===== config.mk =====
export PLATFORM = sky130hd
export DESIGN_NAME = pipeline_hazard_ctrl
export DESIGN_NICKNAME = d
export VERILOG_FILES = /design/src/rtl/pipeline_hazard_ctrl.sv
export SDC_FILE = /design/constraint.sdc
export NUM_CORES = 1
export LEC_CHECK = 0
export ABC_CLOCK_PERIOD_IN_PS = 6050
export CAP_MARGIN = 5
export CORE_UTILIZATION = 45
export CTS_CLUSTER_SIZE = 40
export DETAILED_ROUTE_END_ITERATION = 7
export PLACE_DENSITY = 0.82
export SLEW_MARGIN = 40
export SYNTH_ARGS = -nofsm -noshare
export SYNTH_HDL_FRONTEND = slang
export SYNTH_SLANG_ARGS = --single-unit

===== constraint.sdc =====
create_clock -name clk_i -period 6.05 [get_ports clk_i]
set_input_delay 1.21 -clock clk_i [delete_from_list [all_inputs] [get_ports clk_i]]
set_output_delay 1.21 -clock clk_i [all_outputs]
set_load 0.03 [all_outputs]

===== src/rtl/pipeline_hazard_ctrl.sv =====
// rtl/pipeline_hazard_ctrl.sv - stall/flush sequencer for the 5-stage pipeline
// Resolves mem-wait, multi-cycle EX, taken-branch and load-use hazards; counts stall cycles.
module pipeline_hazard_ctrl #(
  parameter int REG_W     = 5,
  parameter int MC_CYCLES = 4,
  parameter int CNT_W     = 16
) (
  input  logic             clk_i,
  input  logic             rst_i,
  input  logic [REG_W-1:0] id_rs1_i,
  input  logic [REG_W-1:0] id_rs2_i,
  input  logic             id_rs1_used_i,
  input  logic             id_rs2_used_i,
  input  logic             id_ex_mem_read_i,
  input  logic [REG_W-1:0] id_ex_rd_i,
  input  logic             ex_branch_taken_i,
  input  logic             ex_mc_start_i,
  input  logic             mem_busy_i,
  input  logic             stall_cnt_clr_i,
  output logic             pc_lock_o,
  output logic             if_id_lock_o,
  output logic             if_id_flush_o,
  output logic             id_ex_lock_o,
  output logic             id_ex_flush_o,
  output logic             ex_mem_lock_o,
  output logic             ex_mem_flush_o,
  output logic             busy_o,
  output logic [CNT_W-1:0] stall_cnt_o
);

  localparam int CD_W = (MC_CYCLES > 2) ? $clog2(MC_CYCLES - 1) : 1;

  typedef enum logic [0:0] {
    ST_RUN     = 1'b0,
    ST_MC_BUSY = 1'b1
  } state_t;

  state_t            state_q;
  logic [CD_W-1:0]   cd_q;
  logic [CNT_W-1:0]  stall_cnt_q;
  logic              load_use;
  logic              mc_hold;

  assign load_use = id_ex_mem_read_i && (id_ex_rd_i != '0) &&
                    (((id_ex_rd_i == id_rs1_i) && id_rs1_used_i) ||
                     ((id_ex_rd_i == id_rs2_i) && id_rs2_used_i));

  // The start cycle already counts as the first of the MC_CYCLES stall cycles.
  assign mc_hold = (state_q == ST_MC_BUSY) || ex_mc_start_i;

  always_comb begin
    pc_lock_o      = 1'b0;
    if_id_lock_o   = 1'b0;
    if_id_flush_o  = 1'b0;
    id_ex_lock_o   = 1'b0;
    id_ex_flush_o  = 1'b0;
    ex_mem_lock_o  = 1'b0;
    ex_mem_flush_o = 1'b0;
    if (rst_i) begin
      pc_lock_o = 1'b0;
    end else if (mem_busy_i) begin
      pc_lock_o     = 1'b1;
      if_id_lock_o  = 1'b1;
      id_ex_lock_o  = 1'b1;
      ex_mem_lock_o = 1'b1;
    end else if (mc_hold) begin
      pc_lock_o      = 1'b1;
      if_id_lock_o   = 1'b1;
      id_ex_lock_o   = 1'b1;
      ex_mem_flush_o = 1'b1;
    end else if (ex_branch_taken_i) begin
      if_id_flush_o = 1'b1;
      id_ex_flush_o = 1'b1;
    end else if (load_use) begin
      pc_lock_o     = 1'b1;
      if_id_lock_o  = 1'b1;
      id_ex_flush_o = 1'b1;
    end
  end

  assign busy_o      = !rst_i && (state_q == ST_MC_BUSY);
  assign stall_cnt_o = stall_cnt_q;

  always_ff @(posedge clk_i or posedge rst_i) begin
    if (rst_i) begin
      state_q <= ST_RUN;
      cd_q    <= '0;
    end else if (!mem_busy_i) begin
      case (state_q)
        ST_RUN: begin
          if (ex_mc_start_i) begin
            state_q <= ST_MC_BUSY;
            cd_q    <= CD_W'(MC_CYCLES - 2);
          end
        end
        ST_MC_BUSY: begin
          if (cd_q == '0) begin
            state_q <= ST_RUN;
          end else begin
            cd_q <= cd_q - 1'b1;
          end
        end
        default: begin
          state_q <= ST_RUN;
          cd_q    <= '0;
        end
      endcase
    end
  end

  always_ff @(posedge clk_i or posedge rst_i) begin
    if (rst_i) begin
      stall_cnt_q <= '0;
    end else if (stall_cnt_clr_i) begin
      stall_cnt_q <= '0;
    end else if (pc_lock_o && (stall_cnt_q != {CNT_W{1'b1}})) begin
      stall_cnt_q <= stall_cnt_q + 1'b1;
    end
  end

endmodule


==> impl_metrics.py <==
metrics = {
    "global_routing": {
        "grt_max_degree": 31,
        "grt_pass1_vias": 1246,
        "grt_usage_pct": 21.3,
        "grt_pass1_wl_mm": 5.20,
        "grt_antenna_before_repair": 0,
        "gr-total-overflow": 0,
    },
    "layout": {
        "antenna_cells": 0,
        "layout-drive-gt1-share_pct": 11.6,
        "final_common_cell": "clkdlybuf4s50_1",
        "syn_to_final_growth_pct": 35.4,
        "fin_nets": 216,
        "layout_common_cells": "clkdlybuf4s50_1 (47), dfrtp_1 (19), nor2_1 (13)",
        "layoutNonFillerInstCount": 220,
    },
    "power": {
        "clkPwrFrac_pct": 19.7,
        "switching_share_pct": 35.2,
        "internal_power_uw": 218,
        "p_leak_nw": 0.655,
        "power_density_nw_per_um2": 189,
        "ir_drop_uv": 177,
        "p_seq_share_pct": 45.0,
        "p_sw_uw": 119,
        "combPwrFrac_pct": 35.3,
    },
    "clocking": {
        "htreeDepth": 1,
        "cts_resized": 0,
        "clk_pin_slew_ps": 110,
        "cts_buffers": 3,
        "cts_tree": "done",
        "hold_buffers": 0,
        "clk_latency_ps": 310,
        "clock-root-buffer": "clkbuf_4",
        "cts_setup_buffers": 0,
        "cts_sinks": 19,
        "clock_path_buffers": 2,
    },
    "sta": {
        "fin_crit_ps": 4610,
        "maxSlewHeadroom_pct": 50.2,
        "setup_violations": 0,
        "fmax_mhz": 217,
        "final_hold_viol_count": 0,
        "finalSetupTns_ps": 0,
        "fin_crit_sh_pct": 76.2,
        "rsz0062_at_grt": "no",
        "worst_slew_pin_slew_ps": 747,
        "final-max-slew-violation-count": 0,
        "finalClockSkew_ps": 1.19,
    },
    "floorplanning": {
        "die-width_um": 56.1,
        "die_y_um": 56.1,
        "start_util_pct": 47.8,
        "row_count": 19,
        "core_um2": 2760,
        "num_io_pins": 48,
        "dieArea_um2": 3150,
    },
    "yosys": {
        "synth.distinct_cells": 39,
        "async_reset_ff_share_pct": 100,
        "syn_avg_cell_area_um2": 8.96,
        "ys_seq_area_share_pct": 36.1,
        "synth-seq-cells": 19,
        "netlist_instances": 147,
        "synthesis.area_um2": 1320,
        "syn-num-nets": 173,
        "yosys_warnings": 0,
        "synth_top_area_share_pct": 36.1,
        "synth-edff-count": 0,
        "yosys.area.top_type": "dfrtp_1",
        "synth-main-ff-cell": "dfrtp_1",
        "synthTopCellsByArea": "dfrtp_1 (36%), xnor2_1 (6.6%), a21oi_2 (4.7%)",
    },
    "routing": {
        "wire_per_inst_um": 14.1,
        "via_count": 1244,
        "postRouteAntennaNets": 0,
        "drt-total-wl_mm": 3.10,
        "detail_route.first_pass.iterations": 5,
        "drc_errors": 0,
        "vias_per_cell": 5.65,
        "first_iter_violations": 39,
    },
    "critical_path": {
        "cp_common_cell": "clkdlybuf4s50_1",
        "reg2reg_from": "stall_cnt_o[0]",
        "worst_setup_path_start_kind": "input port",
        "critPathArrivalTime_ps": 3400,
        "r2r-end": "stall_cnt_o[2]",
        "crit_chain": "clkdlybuf4s50_1, or4_1, o21ai_2, and2b_2, a21o_1, clkdlybuf4s50_1",
        "crit_type": "in -> out",
        "required_ps": 4840,
        "cp_slowest_cell": "clkdlybuf4s50_1",
        "worstRegToRegCells": 7,
        "cp-end-kind": "output port",
        "critPathMaxStageDelay_ps": 590,
        "rrSetupSlack_ps": 3770,
        "worstPathMaxFanout": 3,
    },
    "placed_design": {
        "dpl.cell_count": 216,
        "dpl.hpwl_mm": 2.41,
        "place.gp.congestion": 0.769,
        "port_buffers": 47,
    },
    "min_path": {
        "hold_class": "reg -> reg",
        "min_from": "cd_q[1]",
        "worstHoldPathCells": 2,
        "holdPathEnd": "cd_q[1]",
    },
    "outcome": {
        "outcome": "finished clean",
    },
    "flow_run": {
        "maxCapViolations": 0,
    },
}
registers in the layout, indices dropped and copies added, names as in the netlist:
signal	flops
stall_cnt_o	16
state_q	1
cd_q	2
power groups by stage:
| stage | combinational [mW] | clock (mW) | sequential (mW) |
|---|---|---|---|
| detailed placement | 0.120 | 0 | 0.154 |
| global route | 0.130 | 0.0747 | 0.154 |
| global placement | 0.114 | 0 | 0.153 |
| CTS | 0.120 | 0.0689 | 0.151 |
| finish | 0.119 | 0.0665 | 0.152 |
| floorplan | 0.0794 | 0 | 0.155 |
worst max-delay path, delay by kind of cell:
kind                   cells  cell delay, ps
and+or+nand+nor            2             800
buffers and inverters      2            1060
AOI/OAI and AO/OA          2             330
metal layers:
| metal | part of all wire (%) | vias up | GRT usage [%] |
|---|---|---|---|
| li1 | - | 617 | - |
| met1 | 41 | 585 | 24.2 |
| met2 | 52 | 36 | 37.4 |
| met3 | 4.0 | 6 | 2.79 |
| met4 | 2.9 | 0 | 13.2 |
| met5 | 0 | - | 0 |
cell usage after synthesis, types with 3 or more instances:
| master | n |
|---|---|
| nand3_1 | 3 |
| inv_1 | 7 |
| nand2_1 | 10 |
| dfrtp_1 | 19 |
| xnor2_1 | 10 |
| nor2_1 | 13 |
| or3_1 | 6 |
| nor3_1 | 4 |
| a21oi_2 | 7 |
| or3_2 | 3 |
| clkbuf_1 | 3 |
| o31ai_1 | 5 |
| a21oi_1 | 10 |
| o21ai_1 | 8 |
| nand4_1 | 7 |
| or4_1 | 6 |
area by class of cell:
cell class              instances  area (µm²)
fillers                       235         973
multi-input cells             112         746
flip-flops and latches         19         475
repair buffers                 47         470
well taps                      31        38.8
inverters                       7        26.3
clock buffers                   3        22.5
clock inverters                 1        5.00
stage by stage:
stage | power (mW) | instance area (µm²) | worst slack, ps | util [%] | hold WS [ps]
final | 0.337 | 1780 | 1440 | 64.7 | 560
after CTS | 0.340 | 1780 | 1430 | 64.7 | 560
after global routing | 0.358 | 1780 | 1350 | 64.7 | 590
after floorplan | 0.234 | 1320 | 2260 | - | 495
after detailed placement | 0.274 | 1760 | 1440 | 63.7 | 535
after global placement | 0.267 | 1760 | 1470 | 63.7 | 519
how the worst max path moves through the flow:
stage | end | from | cells past startpoint | slack, ps
after CTS | if_id_lock_o | id_ex_rd_i[1] | 6 | 1430
after floorplan | pc_lock_o | id_ex_rd_i[1] | 5 | 2260
after global routing | if_id_lock_o | id_ex_rd_i[1] | 6 | 1350
after detailed placement | if_id_lock_o | id_ex_rd_i[1] | 6 | 1440
after global placement | if_id_lock_o | id_ex_rd_i[1] | 6 | 1470
final | if_id_lock_o | id_ex_rd_i[1] | 6 | 1440
logic make-up after synthesis:
group | Yosys count | share of synthesized area, %
fa+ha+maj | 2 | 1.90
xor+xnor | 11 | 7.31
flops | 19 | 36.1
buf+inv | 16 | 7.31
mux | 1 | 0.760
compound gates | 39 | 21.0
simple gates | 59 | 25.6
No activity file was read; power rests on OpenSTA's default activity.
